**config.mk**
```make
export PLATFORM = sky130hd
export DESIGN_NAME = dac_out_ctrl_flat
export DESIGN_NICKNAME = d
export VERILOG_FILES = /design/src/rtl/dds_pkg.sv /design/src/rtl/dac_out_ctrl_if.sv /design/src/rtl/dac_out_ctrl_sync_fifo.sv /design/src/rtl/dac_out_ctrl.sv /design/src/flat_wrapper.sv
export SDC_FILE = /design/constraint.sdc
export NUM_CORES = 1
export LEC_CHECK = 0
export BUFFER_PORTS_ARGS = -buffer_cell sky130_fd_sc_hd__buf_2
export CAP_MARGIN = 20
export CORE_AREA = 2 2 81 83
export CTS_CLUSTER_SIZE = 12
export DETAILED_ROUTE_END_ITERATION = 10
export DIE_AREA = 0 0 83 85
export GPL_TIMING_DRIVEN = 0
export PLACE_DENSITY = 0.76
export RECOVER_POWER = 25
export SYNTH_ARGS = -nofsm -noshare
export SYNTH_HDL_FRONTEND = slang
export SYNTH_SLANG_ARGS = --single-unit
```
**constraint.sdc**
```tcl
create_clock -name pll_clk -period 2.5 [get_ports pll_clk]
set_input_delay 0.375 -clock pll_clk [delete_from_list [all_inputs] [get_ports pll_clk]]
set_output_delay 0.375 -clock pll_clk [all_outputs]
set_load 0.005 [all_outputs]
```
**src/rtl/dds_pkg.sv**
```systemverilog
// Shared definitions for the DDS function generator DAC output path.
// Provides the default DAC width, the output controller state encoding,
// and the helpers that produce the idle code and the two's-complement to
// offset-binary code.
package dds_pkg;

  localparam int DAC_W  = 14;
  localparam int FUNC_W = 32;

  typedef enum logic [1:0] {
    IDLE  = 2'd0,
    PRIME = 2'd1,
    RUN   = 2'd2
  } dac_state_t;

  // Code that puts a DAC of width w at its output midpoint: zero for a
  // two's-complement bus, only the MSB set for an offset-binary bus.
  function automatic logic [FUNC_W-1:0] midscale(input int w, input bit offset_bin);
    logic [FUNC_W-1:0] m;
    m = '0;
    if (offset_bin) m = {{(FUNC_W-1){1'b0}}, 1'b1} << (w - 1);
    return m;
  endfunction

  // Two's complement to offset binary is just an inversion of the sign bit
  // of a w-bit value; the upper unused bits pass through unchanged.
  function automatic logic [FUNC_W-1:0] to_offset_bin(input logic [FUNC_W-1:0] x,
                                                      input int w);
    return x ^ ({{(FUNC_W-1){1'b0}}, 1'b1} << (w - 1));
  endfunction

endpackage

```
**src/rtl/dac_out_ctrl_if.sv**
```systemverilog
// Sample stream between the DDS amplitude pipeline and the DAC output
// controller.
//   s_data  : two's-complement sample, DATA_W bits
//   s_valid : s_data holds a sample
//   s_ready : the consumer can take a sample this cycle
// master = sample producer (DDS core), slave = consumer (dac_out_ctrl).
interface dac_out_ctrl_if #(
  parameter int DATA_W = dds_pkg::DAC_W
);
  logic signed [DATA_W-1:0] s_data;
  logic                     s_valid;
  logic                     s_ready;

  modport master (output s_data, output s_valid, input s_ready);
  modport slave  (input s_data, input s_valid, output s_ready);
endinterface

```
**src/rtl/dac_out_ctrl_sync_fifo.sv**
```systemverilog
// Small synchronous first-word-fall-through FIFO.
//   clk, rst_n : clock, asynchronous active-low reset (pointers/level only)
//   push       : write wr_data (ignored when full)
//   pop        : drop the head (ignored when empty)
//   flush      : empty the FIFO; wins over push and pop in the same cycle
//   rd_data    : current head, read straight out of the storage registers
//   full/empty : occupancy flags
//   level      : number of stored entries, 0..DEPTH
module sync_fifo
  import dds_pkg::*;
#(
  parameter int WIDTH = DAC_W,
  parameter int DEPTH = 4
) (
  input  logic                     clk,
  input  logic                     rst_n,
  input  logic                     push,
  input  logic                     pop,
  input  logic                     flush,
  input  logic [WIDTH-1:0]         wr_data,
  output logic [WIDTH-1:0]         rd_data,
  output logic                     full,
  output logic                     empty,
  output logic [$clog2(DEPTH):0]   level
);

  localparam int AW = $clog2(DEPTH);
  localparam logic [AW:0] FULL_LVL = (AW + 1)'(DEPTH);

  logic [AW-1:0]    wr_ptr_q, wr_ptr_d;
  logic [AW-1:0]    rd_ptr_q, rd_ptr_d;
  logic [AW:0]      level_q,  level_d;
  logic [WIDTH-1:0] mem_q [DEPTH];
  logic [WIDTH-1:0] mem_d [DEPTH];
  logic             do_push, do_pop;

  assign full    = (level_q == FULL_LVL);
  assign empty   = (level_q == '0);
  assign level   = level_q;
  assign rd_data = mem_q[rd_ptr_q];

  always_comb begin
    do_push  = push && !full && !flush;
    do_pop   = pop && !empty && !flush;
    wr_ptr_d = wr_ptr_q;
    rd_ptr_d = rd_ptr_q;
    level_d  = level_q;
    mem_d    = mem_q;
    if (flush) begin
      wr_ptr_d = '0;
      rd_ptr_d = '0;
      level_d  = '0;
    end else begin
      if (do_push) begin
        mem_d[wr_ptr_q] = wr_data;
        wr_ptr_d        = wr_ptr_q + 1'b1;
      end
      if (do_pop) rd_ptr_d = rd_ptr_q + 1'b1;
      // Pointers wrap naturally because DEPTH is a power of two.
      case ({do_push, do_pop})
        2'b10:   level_d = level_q + 1'b1;
        2'b01:   level_d = level_q - 1'b1;
        default: level_d = level_q;
      endcase
    end
  end

  always_ff @(posedge clk or negedge rst_n) begin
    if (!rst_n) begin
      wr_ptr_q <= '0;
      rd_ptr_q <= '0;
      level_q  <= '0;
    end else begin
      wr_ptr_q <= wr_ptr_d;
      rd_ptr_q <= rd_ptr_d;
      level_q  <= level_d;
    end
  end

  // Storage carries no reset; the level register defines what is valid.
  always_ff @(posedge clk) begin
    mem_q <= mem_d;
  end

endmodule

```
**src/rtl/dac_out_ctrl.sv**
```systemverilog
// DAC output controller: buffers DDS samples in a small FIFO, paces them
// out at half the pll_clk rate, generates the DAC sample clock and flags
// FIFO underruns.
//   pll_clk      : single clock
//   Resetn       : asynchronous active-low reset
//   enable       : streaming enable; low returns to IDLE and flushes
//   s_if         : sample stream in (s_data / s_valid / s_ready)
//   Dac_clk      : registered DAC sample clock, pll_clk / 2, 50% duty
//   dac_data     : registered DAC bus, changes only as Dac_clk falls
//   underrun     : sticky, set when a sample slot found the FIFO empty
//   underrun_clr : clears underrun (a simultaneous set wins)
//   level        : FIFO occupancy after the current edge
module dac_out_ctrl
  import dds_pkg::*;
#(
  parameter int DATA_W     = DAC_W,
  parameter int FIFO_DEPTH = 4,
  parameter int PRIME_LVL  = 2,
  parameter int OFFSET_BIN = 1
) (
  input  logic                        pll_clk,
  input  logic                        Resetn,
  input  logic                        enable,
  dac_out_ctrl_if.slave               s_if,
  output logic                        Dac_clk,
  output logic [DATA_W-1:0]           dac_data,
  output logic                        underrun,
  input  logic                        underrun_clr,
  output logic [$clog2(FIFO_DEPTH):0] level
);

  localparam int LW = $clog2(FIFO_DEPTH) + 1;
  localparam logic [FUNC_W-1:0] MID_EXT = midscale(DATA_W, OFFSET_BIN != 0);
  localparam logic [DATA_W-1:0] MID     = MID_EXT[DATA_W-1:0];
  localparam logic [LW-1:0]     PRIME_L = LW'(PRIME_LVL);

  dac_state_t        state_q, state_d;
  logic              ph_q, ph_d;
  logic              dac_clk_q, dac_clk_d;
  logic              underrun_q, underrun_d;
  logic [DATA_W-1:0] dac_data_q, dac_data_d;

  logic              fifo_push, fifo_pop, fifo_flush;
  logic              fifo_full, fifo_empty;
  logic [DATA_W-1:0] fifo_head;
  logic [LW-1:0]     fifo_level;

  logic [FUNC_W-1:0] head_ext, conv_ext;
  logic [DATA_W-1:0] head_conv;

  // s_ready depends on the registered level only, never on s_valid.
  assign s_if.s_ready = !fifo_full;
  assign fifo_push    = s_if.s_valid && !fifo_full;
  // The FIFO is held empty throughout IDLE and on the edge leaving it.
  assign fifo_flush   = !enable || (state_q == IDLE);

  sync_fifo #(
    .WIDTH (DATA_W),
    .DEPTH (FIFO_DEPTH)
  ) u_fifo (
    .clk     (pll_clk),
    .rst_n   (Resetn),
    .push    (fifo_push),
    .pop     (fifo_pop),
    .flush   (fifo_flush),
    .wr_data (s_if.s_data),
    .rd_data (fifo_head),
    .full    (fifo_full),
    .empty   (fifo_empty),
    .level   (fifo_level)
  );

  always_comb begin
    head_ext             = '0;
    head_ext[DATA_W-1:0] = fifo_head;
    conv_ext  = (OFFSET_BIN != 0) ? to_offset_bin(head_ext, DATA_W) : head_ext;
    head_conv = conv_ext[DATA_W-1:0];
  end

  always_comb begin
    state_d    = state_q;
    ph_d       = ph_q;
    dac_clk_d  = dac_clk_q;
    dac_data_d = dac_data_q;
    underrun_d = underrun_q && !underrun_clr;
    fifo_pop   = 1'b0;
    if (!enable) begin
      state_d    = IDLE;
      ph_d       = 1'b0;
      dac_clk_d  = 1'b0;
      dac_data_d = MID;
    end else begin
      case (state_q)
        IDLE: begin
          ph_d       = 1'b0;
          dac_clk_d  = 1'b0;
          dac_data_d = MID;
          state_d    = PRIME;
        end
        PRIME: begin
          if (fifo_level >= PRIME_L) begin
            state_d = RUN;
            ph_d    = 1'b0;
          end
        end
        RUN: begin
          if (!ph_q) begin
            // Falling DAC clock edge: the only place new data is launched,
            // giving a full pll_clk of setup and hold around the rise.
            dac_clk_d = 1'b0;
            if (!fifo_empty) begin
              dac_data_d = head_conv;
              fifo_pop   = 1'b1;
            end else begin
              underrun_d = 1'b1;
            end
            ph_d = 1'b1;
          end else begin
            dac_clk_d = 1'b1;
            ph_d      = 1'b0;
          end
        end
        default: state_d = IDLE;
      endcase
    end
  end

  always_ff @(posedge pll_clk or negedge Resetn) begin
    if (!Resetn) begin
      state_q    <= IDLE;
      ph_q       <= 1'b0;
      dac_clk_q  <= 1'b0;
      dac_data_q <= MID;
      underrun_q <= 1'b0;
    end else begin
      state_q    <= state_d;
      ph_q       <= ph_d;
      dac_clk_q  <= dac_clk_d;
      dac_data_q <= dac_data_d;
      underrun_q <= underrun_d;
    end
  end

  assign Dac_clk  = dac_clk_q;
  assign dac_data = dac_data_q;
  assign underrun = underrun_q;
  assign level    = fifo_level;

endmodule

```
**src/flat_wrapper.sv**
```systemverilog
// flat-port wrapper written by rule: the top's interface ports become plain ports
module dac_out_ctrl_flat import dds_pkg::*;
#(
  parameter int DATA_W     = DAC_W,
  parameter int FIFO_DEPTH = 4,
  parameter int PRIME_LVL  = 2,
  parameter int OFFSET_BIN = 1
)
  (pll_clk, Resetn, enable, Dac_clk, dac_data, underrun, underrun_clr, level, s_if_s_data, s_if_s_valid, s_if_s_ready);
  dac_out_ctrl_if #(.DATA_W(DATA_W)) s_if_i ();
  input  logic pll_clk;
  input  logic Resetn;
  input  logic enable;
  output logic Dac_clk;
  output logic [DATA_W-1:0] dac_data;
  output logic underrun;
  input  logic underrun_clr;
  output logic [$clog2(FIFO_DEPTH):0] level;
  input wire logic [$bits(s_if_i.s_data)-1:0] s_if_s_data;
  input wire logic [$bits(s_if_i.s_valid)-1:0] s_if_s_valid;
  output wire logic [$bits(s_if_i.s_ready)-1:0] s_if_s_ready;
  assign s_if_i.s_data = s_if_s_data;
  assign s_if_i.s_valid = s_if_s_valid;
  assign s_if_s_ready = s_if_i.s_ready;
  dac_out_ctrl #(.DATA_W(DATA_W), .FIFO_DEPTH(FIFO_DEPTH), .PRIME_LVL(PRIME_LVL), .OFFSET_BIN(OFFSET_BIN)) u_core (.pll_clk(pll_clk), .Resetn(Resetn), .enable(enable), .s_if(s_if_i), .Dac_clk(Dac_clk), .dac_data(dac_data), .underrun(underrun), .underrun_clr(underrun_clr), .level(level));
endmodule
```
==> results.toml, run 1 <==
[status]
status = "completed"

[placement]
gp_congestion = 0.7654
place_hpwl_um = 3785
io_buffer_count = 37
dpl.cell_count = 322

[synth]
synthFlopType = "edfxtp_1"
yosysSeqAreaShare = 0.6829
ys_warn_count = 0
async_flop_share = 0.3171
synth_edf_count = 56
synth_nets = 233
synth_seq_cells = 82
synth.distinct_cells = 40
netlist_instances = 208
synth.avg_cell_area_sq_um = 16.43
synth_area_sq_mm = 0.003417

[floorplanning]
die_area_sq_mm = 0.007055
initial_utilization = 0.5507
num_rows = 29
die_h_um = 85
coreArea_sq_mm = 0.006205
chipWidth_um = 83
num_io_pins = 39

[power]
power_density_mw_per_mm2 = 622.4
vdd_ir_drop_max_uv = 421.3
leakage_nw = 1.458

[sta]
max_freq_mhz = 433.9
relSlewSlack = 0.4880
setup_viol = 0
fin_crit_sh = 0.9219
clock_skew_ns = 0.008170
maxSlewViolCount = 0
period_needed_ns = 2.305
tightest_slew_ns = 0.7680
tns_ns = 0
rsz0062_at_grt = "no"
hold_viol_final = 0

[drt]
initialDrtViolationCount = 147
dr_total_vias = 1846
wl_um = 5848
drcViolationCount = 0
ant_nets = 0
wire_per_inst_um = 17.30
viasPerCell = 5.462
drt_first_pass_iters = 4

[cells_and_area]
mostFrequentLayoutCells = "56 x edfxtp_1, 30 x mux2i_1, 27 x buf_2"
final_nets = 281
stdcell_count = 338
final_common_cell = "edfxtp_1"
syn_to_final_growth_pct = 13.07
fill_cells = 460
drive_above_1_share = 0.2644
diodes = 0

[clock_tree]
htree_levels = 3
cts_root_buf = "clkbuf_8"
ctsResizeCount = 0
cts.sinks = 82
clk_pin_slew_worst_paths_ns = 0.08
clockBufferDepth = 2
cts_hold_buffers = 0
post_cts_buffers = 0
numCtsBuffers = 9
insertion_delay_ns = 0.36
cts_tree = "yes"

[critical_path]
crit_fanout = 8
critPathKind = "reg -> reg"
end_kind = "flop"
crit_arrival_ns = 2.58
required_ns = 2.78
worstSetupStartpointType = "flop"

[global_routing]
track_usage = 0.1817
grt_pass1_wl_um = 9577
grt_max_degree = 27
grt_pass1_vias = 1918
grt_overflow = 0
grt_antenna_before_repair = 0

[job]
drv_cap = 0

[min_path]
min_path_type = "in -> async"
final cells by class:
class	instances	area (sq um)	share of cell area
flip-flops and latches	82	2333	0.6040
multi-input cells	108	963.4	0.2494
inverters	8	30.03	0.007772
clock inverters	7	52.55	0.01360
well taps	77	96.34	0.02494
plain buffers	10	95.09	0.02461
repair buffers	37	168.9	0.04372
clock buffers	9	123.9	0.03206
cell families after synthesis:
group           Yosys count  share of synthesized area
flops                    82                     0.6829
mux                      43                     0.1406
compound gates           32                    0.06189
simple gates             25                    0.04870
buf+inv                  18                    0.03661
fa+ha+maj                 6                    0.02417
xor+xnor                  2                   0.005127
critical path: stages, from the launching register on:
cell and delay [ns]:
dfrtp_1 0.46, nor3b_1 0.21, nor3_2 0.27, inv_1 0.08, ha_1 0.24, fa_1 0.38, xnor2_1 0.15, or3_1 0.31
a21oi_1 0.14
state kept, by name (all words and copies together) (netlist names):
register and flops:
u_core.u_fifo.level 3, u_core.Dac_clk 1, u_core.underrun 1, u_core.u_fifo.mem_q 56
u_core.u_fifo.rd_ptr_q 2, u_core.u_fifo.wr_ptr_q 2, u_core.ph_q 1, u_core.dac_data 14
u_core.state_q 2
where the power goes:
part	switching [mW]	internal, mW
sequential	0.00401	1.46
clock	0.497	0.367
combinational	0.0471	0.0258
synthesized netlist by cell type, types with 3 or more instances:
library cell  number  area share
a21oi_1            4      0.0059
and2_1             4      0.0073
buf_2              3      0.0044
clkbuf_8           3       0.012
dfrtp_1           25        0.18
edfxtp_1          56        0.49
ha_1               5       0.018
inv_1              8      0.0088
mux2_2             4       0.013
mux2_4             9       0.040
mux2i_1           30       0.088
nor2_1             5      0.0055
o21ai_0            5      0.0073
o22ai_1           15       0.027
path summary, 6_finish.rpt:
kind | from | endpoint | slack (ns) | depth (start not counted)
worst max-delay path | u_core.u_fifo.level[2]$_DFFE_PN0P_ | u_core.u_fifo.level[2]$_DFFE_PN0P_ | 0.20 | 8
min in group pll_clk | underrun_clr | u_core.underrun$_DFF_PN0_ | 0.20 | 2
worst min register to register | u_core.dac_data[13]$_DFFE_PN1P_ | u_core.dac_data[13]$_DFFE_PN1P_ | 0.48 | 2
max in group asynchronous | Resetn | u_core.ph_q$_DFFE_PN0P_ | 2.07 | 1
worst max register to register | u_core.u_fifo.level[2]$_DFFE_PN0P_ | u_core.u_fifo.level[2]$_DFFE_PN0P_ | 0.20 | 8
worst min-delay path | Resetn | u_core.dac_data[5]$_DFFE_PN0P_ | 0.03 | 1
routing by layer:
| layer | routed length [um] | part of all wire | up-vias | global-route usage |
|---|---|---|---|---|
| met5 | 0 | 0 | - | 0 |
| met4 | 125 | 0.021 | 0 | 0.08495 |
| met3 | 293 | 0.050 | 10 | 0.03891 |
| li1 | - | - | 881 | - |
| met2 | 2985 | 0.51 | 52 | 0.3013 |
| met1 | 2444 | 0.42 | 903 | 0.2314 |
stage by stage:
step,total power [mW],setup WS [ns],hold WS (ns),cell area (sq um),utilization
6_report,2.405,0.1953,0.02528,3864,0.6227
5_1_grt,2.476,0.01544,0.07001,3864,0.6227
4_1_cts,2.422,0.06213,0.03840,3875,0.6245
3_5_place_dp,1.575,0.08260,0.4327,3699,0.5961
3_3_place_gp,1.570,0.1544,0.4152,3699,0.5961
2_1_floorplan,1.534,0.3008,0.07941,3417,-
No activity file was read; power rests on OpenSTA's default activity.
==> run 2: changes to the inputs <==
- RECOVER_POWER: 25 -> 100
==> run 2 against run 1 <==
Compared with the run above: global-route usage unchanged; largest cell class unchanged; hold slack gained 0.18 ns; critical path depth stayed put; highest routed layer unchanged; worst setup slack got worse by 0.017 ns.
==> results.toml, run 2 (synthesis results as in run 1) <==
[critical_path]
crit_arrival_ns = 2.60
required_ns = 2.78
worstSetupStartpointType = "flop"
end_kind = "flop"
crit_fanout = 8
critPathKind = "reg -> reg"

[cells_and_area]
final_common_cell = "edfxtp_1"
max_flop_register = "u_core.u_fifo.mem_q"
largest_register_ffs = 56
syn_to_final_growth_pct = 11.06
fin_area_sq_mm = 0.003795
diodes = 0
fin_util = 0.6116
drive_above_1_share = 0.2031
final_nets = 281
stdcell_count = 338
mostFrequentLayoutCells = "56 x edfxtp_1, 30 x mux2i_1, 25 x dfrtp_1"

[clock_tree]
cts_hold_buffers = 0
insertion_delay_ns = 0.36
htree_levels = 3
clockBufferDepth = 2
cts_tree = "yes"
clk_pin_slew_worst_paths_ns = 0.08
post_cts_buffers = 0
cts.sinks = 82
ctsResizeCount = 0
cts_root_buf = "clkbuf_8"
numCtsBuffers = 9

[drt]
ant_nets = 0
drcViolationCount = 0
wl_um = 5819
drt_first_pass_iters = 4
initialDrtViolationCount = 133
wire_per_inst_um = 17.22
dr_total_vias = 1832
viasPerCell = 5.420

[floorplanning]
die_h_um = 85
num_io_pins = 39
chipWidth_um = 83
num_rows = 29
initial_utilization = 0.5507
coreArea_sq_mm = 0.006205
die_area_sq_mm = 0.007055

[power]
intPower_mw = 1.852
switching_share = 0.2273
leakage_nw = 1.424
p_clk_frac = 0.360
combPwrFrac = 0.028
seqPwrFrac = 0.612
p_sw_mw = 0.5448
vdd_ir_drop_max_uv = 421.3
totalPowerFinal_mw = 2.397
power_density_mw_per_mm2 = 631.6

[placement]
dpl_worst_slack_ns = 0.08260
io_buffer_count = 37
gp_congestion = 0.7654
dpl_cell_area_sq_mm = 0.003699
place_hpwl_um = 3785
dpl.cell_count = 322

[sta]
setup_viol = 0
relSlewSlack = 0.01230
hold_viol_final = 0
maxSlewViolCount = 0
tns_ns = 0
holdWs_ns = 0.2014
clock_skew_ns = 0.006984
fin_crit_sh = 0.9286
max_freq_mhz = 430.8
tightest_slew_ns = 1.482
setup_ws_ns = 0.1785
period_needed_ns = 2.321
rsz0062_at_grt = "no"

[global_routing]
grt_pass1_wl_um = 9577
grt_overflow = 0
grt_max_degree = 27
grt_pass1_vias = 1918
grt_antenna_before_repair = 0
track_usage = 0.1817

[job]
drv_cap = 0

[status]
status = "completed"

[min_path]
min_path_type = "in -> reg"
run 2: path summary, 6_finish.rpt:
path	from	end	slack, ns	depth (start not counted)
max in group asynchronous	Resetn	u_core.ph_q$_DFFE_PN0P_	1.28	1
setup reg to reg	u_core.u_fifo.level[2]$_DFFE_PN0P_	u_core.u_fifo.level[2]$_DFFE_PN0P_	0.18	8
min in group asynchronous	Resetn	u_core.dac_data[5]$_DFFE_PN0P_	0.36	1
hold reg to reg	u_core.dac_data[13]$_DFFE_PN1P_	u_core.dac_data[13]$_DFFE_PN1P_	0.48	2
setup / recovery	u_core.u_fifo.level[2]$_DFFE_PN0P_	u_core.u_fifo.level[2]$_DFFE_PN0P_	0.18	8
hold / removal	underrun_clr	u_core.underrun$_DFF_PN0_	0.20	2
run 2: area by class of cell:
| cell class | instances | area, sq um |
|---|---|---|
| buffer | 10 | 80.08 |
| clock buffer | 9 | 123.9 |
| clock inverter | 7 | 52.55 |
| fill | 477 | 2410 |
| inverter | 8 | 30.03 |
| multi-input combinational | 108 | 917.1 |
| sequential | 82 | 2333 |
| tap | 77 | 96.34 |
| timing repair buffer | 37 | 161.4 |
run 2: per-layer routing:
metal / vias to the layer above / global-route usage / share of wire
li1: 882 / - / -
met1: 894 / 0.2314 / 0.43
met2: 47 / 0.3013 / 0.50
met3: 9 / 0.03891 / 0.046
met4: 0 / 0.08495 / 0.022
met5: - / 0 / 0
run 2: worst max-delay path, stage by stage, from the launching register on:
cell	delay (ns)
dfrtp_1	0.46
nor3b_1	0.21
nor3_2	0.28
inv_1	0.08
ha_1	0.24
fa_1	0.38
xnor2_1	0.15
or3_1	0.31
a21oi_1	0.14
run 2: power by group through the flow:
stage / clock (mW) / combinational (mW) / sequential [mW]
4_1_cts: 0.877 / 0.0769 / 1.47
6_report: 0.863 / 0.0663 / 1.47
3_5_place_dp: 0 / 0.0772 / 1.50
3_3_place_gp: 0 / 0.0726 / 1.50
2_1_floorplan: 0 / 0.0367 / 1.50
5_1_grt: 0.925 / 0.0755 / 1.47
==> run 3: changes to the inputs <==
- ABC_AREA: default -> 1
- CORE_AREA: 2 2 81 83 -> 2 2 82 84
- DIE_AREA: 0 0 83 85 -> 0 0 84 86
- PLACE_DENSITY: 0.76 -> 0.77
==> run 3 against run 2 <==
Compared with the run above: clock skew is 0.0017 ns higher; largest cell class unchanged; non-clock buffer count is 9 higher; via count is 37% higher; fmax is 1.5% higher; highest routed layer unchanged; clock power is 12% higher; sequential share of layout area is 3.0 points lower; routed wire length is 26% higher; clock-buffer cell count is 4 higher.
==> results.toml, run 3 <==
[synth]
synth_common_cells = "111 x nand2_1, 56 x edfxtp_1, 50 x nor2_1"
yosysSeqAreaShare = 0.6604
synth_seq_cells = 82
synth.distinct_cells = 25
synthFlopType = "edfxtp_1"
yosys.cell_count.top_type = "nand2_1"
synth_nets = 375
ys_warn_count = 0
async_flop_share = 0.3171
synth_area_leaders = "edfxtp_1 48%, dfrtp_1 18%, nand2_1 12%"
synth_area_sq_mm = 0.003533
synth_edf_count = 56
synth_top_area_share = 0.4759
synth_top_cell_by_area = "edfxtp_1"
netlist_instances = 350
synth.avg_cell_area_sq_um = 10.10

[global_routing]
grt_max_degree = 27
grt_antenna_before_repair = 0
grt_pass1_vias = 2508
grt_overflow = 0
grt_pass1_wl_um = 11950
track_usage = 0.2220

[sta]
maxSlewViolCount = 0
clock_skew_ns = 0.008715
hold_viol_final = 0
tns_ns = 0
tightest_slew_ns = 1.472
fin_crit_sh = 0.9152
relSlewSlack = 0.01881
holdWs_ns = 0.1965
rsz0062_at_grt = "no"
period_needed_ns = 2.288
setup_viol = 0
max_freq_mhz = 437.1

[drt]
drcViolationCount = 0
viasPerCell = 5.171
initialDrtViolationCount = 175
ant_nets = 0
wire_per_inst_um = 15.16
dr_total_vias = 2508
wl_um = 7353
drt_first_pass_iters = 4

[cells_and_area]
fin_area_sq_mm = 0.003989
drive_above_1_share = 0.1275
mostFrequentLayoutCells = "113 x nand2_1, 56 x edfxtp_1, 50 x nor2_1"
fin_util = 0.6354
max_flop_register = "u_core.u_fifo.mem_q"
syn_to_final_growth_pct = 12.89
diodes = 0
final_common_cell = "nand2_1"
final_nets = 428
largest_register_ffs = 56

[floorplanning]
initial_utilization = 0.5629
num_rows = 29
chipWidth_um = 84
coreArea_sq_mm = 0.006277
die_h_um = 86
num_io_pins = 39
die_area_sq_mm = 0.007224

[placement]
gp_congestion = 0.8085
place_hpwl_um = 4925
dpl_cell_area_sq_mm = 0.003865
io_buffer_count = 38

[clock_tree]
cts.sinks = 82
numCtsBuffers = 9
clk_pin_slew_worst_paths_ns = 0.08
cts_tree = "yes"
clockBufferDepth = 2
cts_root_buf = "clkbuf_8"
htree_levels = 3
insertion_delay_ns = 0.36

[power]
vdd_ir_drop_max_uv = 463.8
totalPowerFinal_mw = 2.510
leakage_nw = 1.796
power_density_mw_per_mm2 = 629.3

[status]
status = "completed"

[critical_path]
worstSetupStartpointType = "flop"
required_ns = 2.74
critPathKind = "reg -> reg"
r2r_setup_slack_ns = 0.21
crit_fanout = 5
crit_arrival_ns = 2.53
end_kind = "flop"

[job]
drv_cap = 0

[min_path]
min_path_type = "in -> reg"
[run 3: repair_timing]
item	4_1_cts	5_1_grt
gates resized for setup	0	1
hold buffers	0	0
setup buffers	0	0
setup endpoints to repair	0	1
[run 3: worst paths after layout]
kind / to / startpoint / cells after the start
max in group asynchronous: u_core.state_q[0]$_DFFE_PN0P_ / Resetn / 1
min in group asynchronous: u_core.Dac_clk$_DFFE_PN0P_ / Resetn / 1
setup / recovery: u_core.u_fifo.level[2]$_DFFE_PN0P_ / u_core.u_fifo.level[0]$_DFFE_PN0P_ / 10
setup reg to reg: u_core.u_fifo.level[2]$_DFFE_PN0P_ / u_core.u_fifo.level[0]$_DFFE_PN0P_ / 10
hold reg to reg: u_core.state_q[0]$_DFFE_PN0P_ / u_core.state_q[1]$_DFFE_PN0P_ / 1
hold / removal: u_core.underrun$_DFF_PN0_ / underrun_clr / 2
[run 3: where the power goes]
| part | leakage, nW | internal [mW] | total [mW] | switching [mW] |
|---|---|---|---|---|
| Clock | 0.103 | 0.514 | 0.967 | 0.453 |
| Combinational | 0.832 | 0.0193 | 0.0723 | 0.0530 |
| Sequential | 0.861 | 1.47 | 1.47 | 0.00559 |
| Total | 1.80 | 2.00 | 2.51 | 0.511 |
[run 3: final cells by class]
cell class,instances,area [sq um]
tap,77,96.34
fill,515,2288
clock buffer,13,158.9
multi-input combinational,222,980.9
buffer,14,63.81
timing repair buffer,42,193.9
sequential,82,2335
clock inverter,3,40.04
inverter,32,120.1
[run 3: cells by family (layout without fill, tap and decap cells)]
kind of cell / after synthesis / count (layout) / synth area share
simple gates: 208 / 208 / 0.2475
flops: 82 / 82 / 0.6604
buf+inv: 46 / 104 / 0.05560
compound gates: 7 / 7 / 0.01062
fa+ha+maj: 6 / 6 / 0.02337
xor+xnor: 1 / 1 / 0.002479
[run 3: worst max-delay path: stages, from the launching register on]
cell and delay (ns):
dfrtp_1 0.42, inv_1 0.10, nand3_1 0.11, nand2_1 0.08, nor2_1 0.16, inv_1 0.13
ha_1 0.26, fa_1 0.38, or2_2 0.32, a31oi_1 0.14, nor2_1 0.06
[run 3: stage by stage]
step | setup slack (ns) | std cells
final | 0.2119 | 485
after global routing | 0.003435 | 485
after floorplan | 0.3824 | 350
after detailed placement | 0.1399 | 469
after global placement | -0.07115 | 465
after CTS | 0.1738 | 485
[run 3: metal layers]
layer	up-vias	wire (um)	global-route usage
li1	1234	-	-
met1	1171	2995	0.2743
met2	88	3675	0.3775
met3	15	485	0.03272
met4	0	196	0.1261
met5	-	0	0
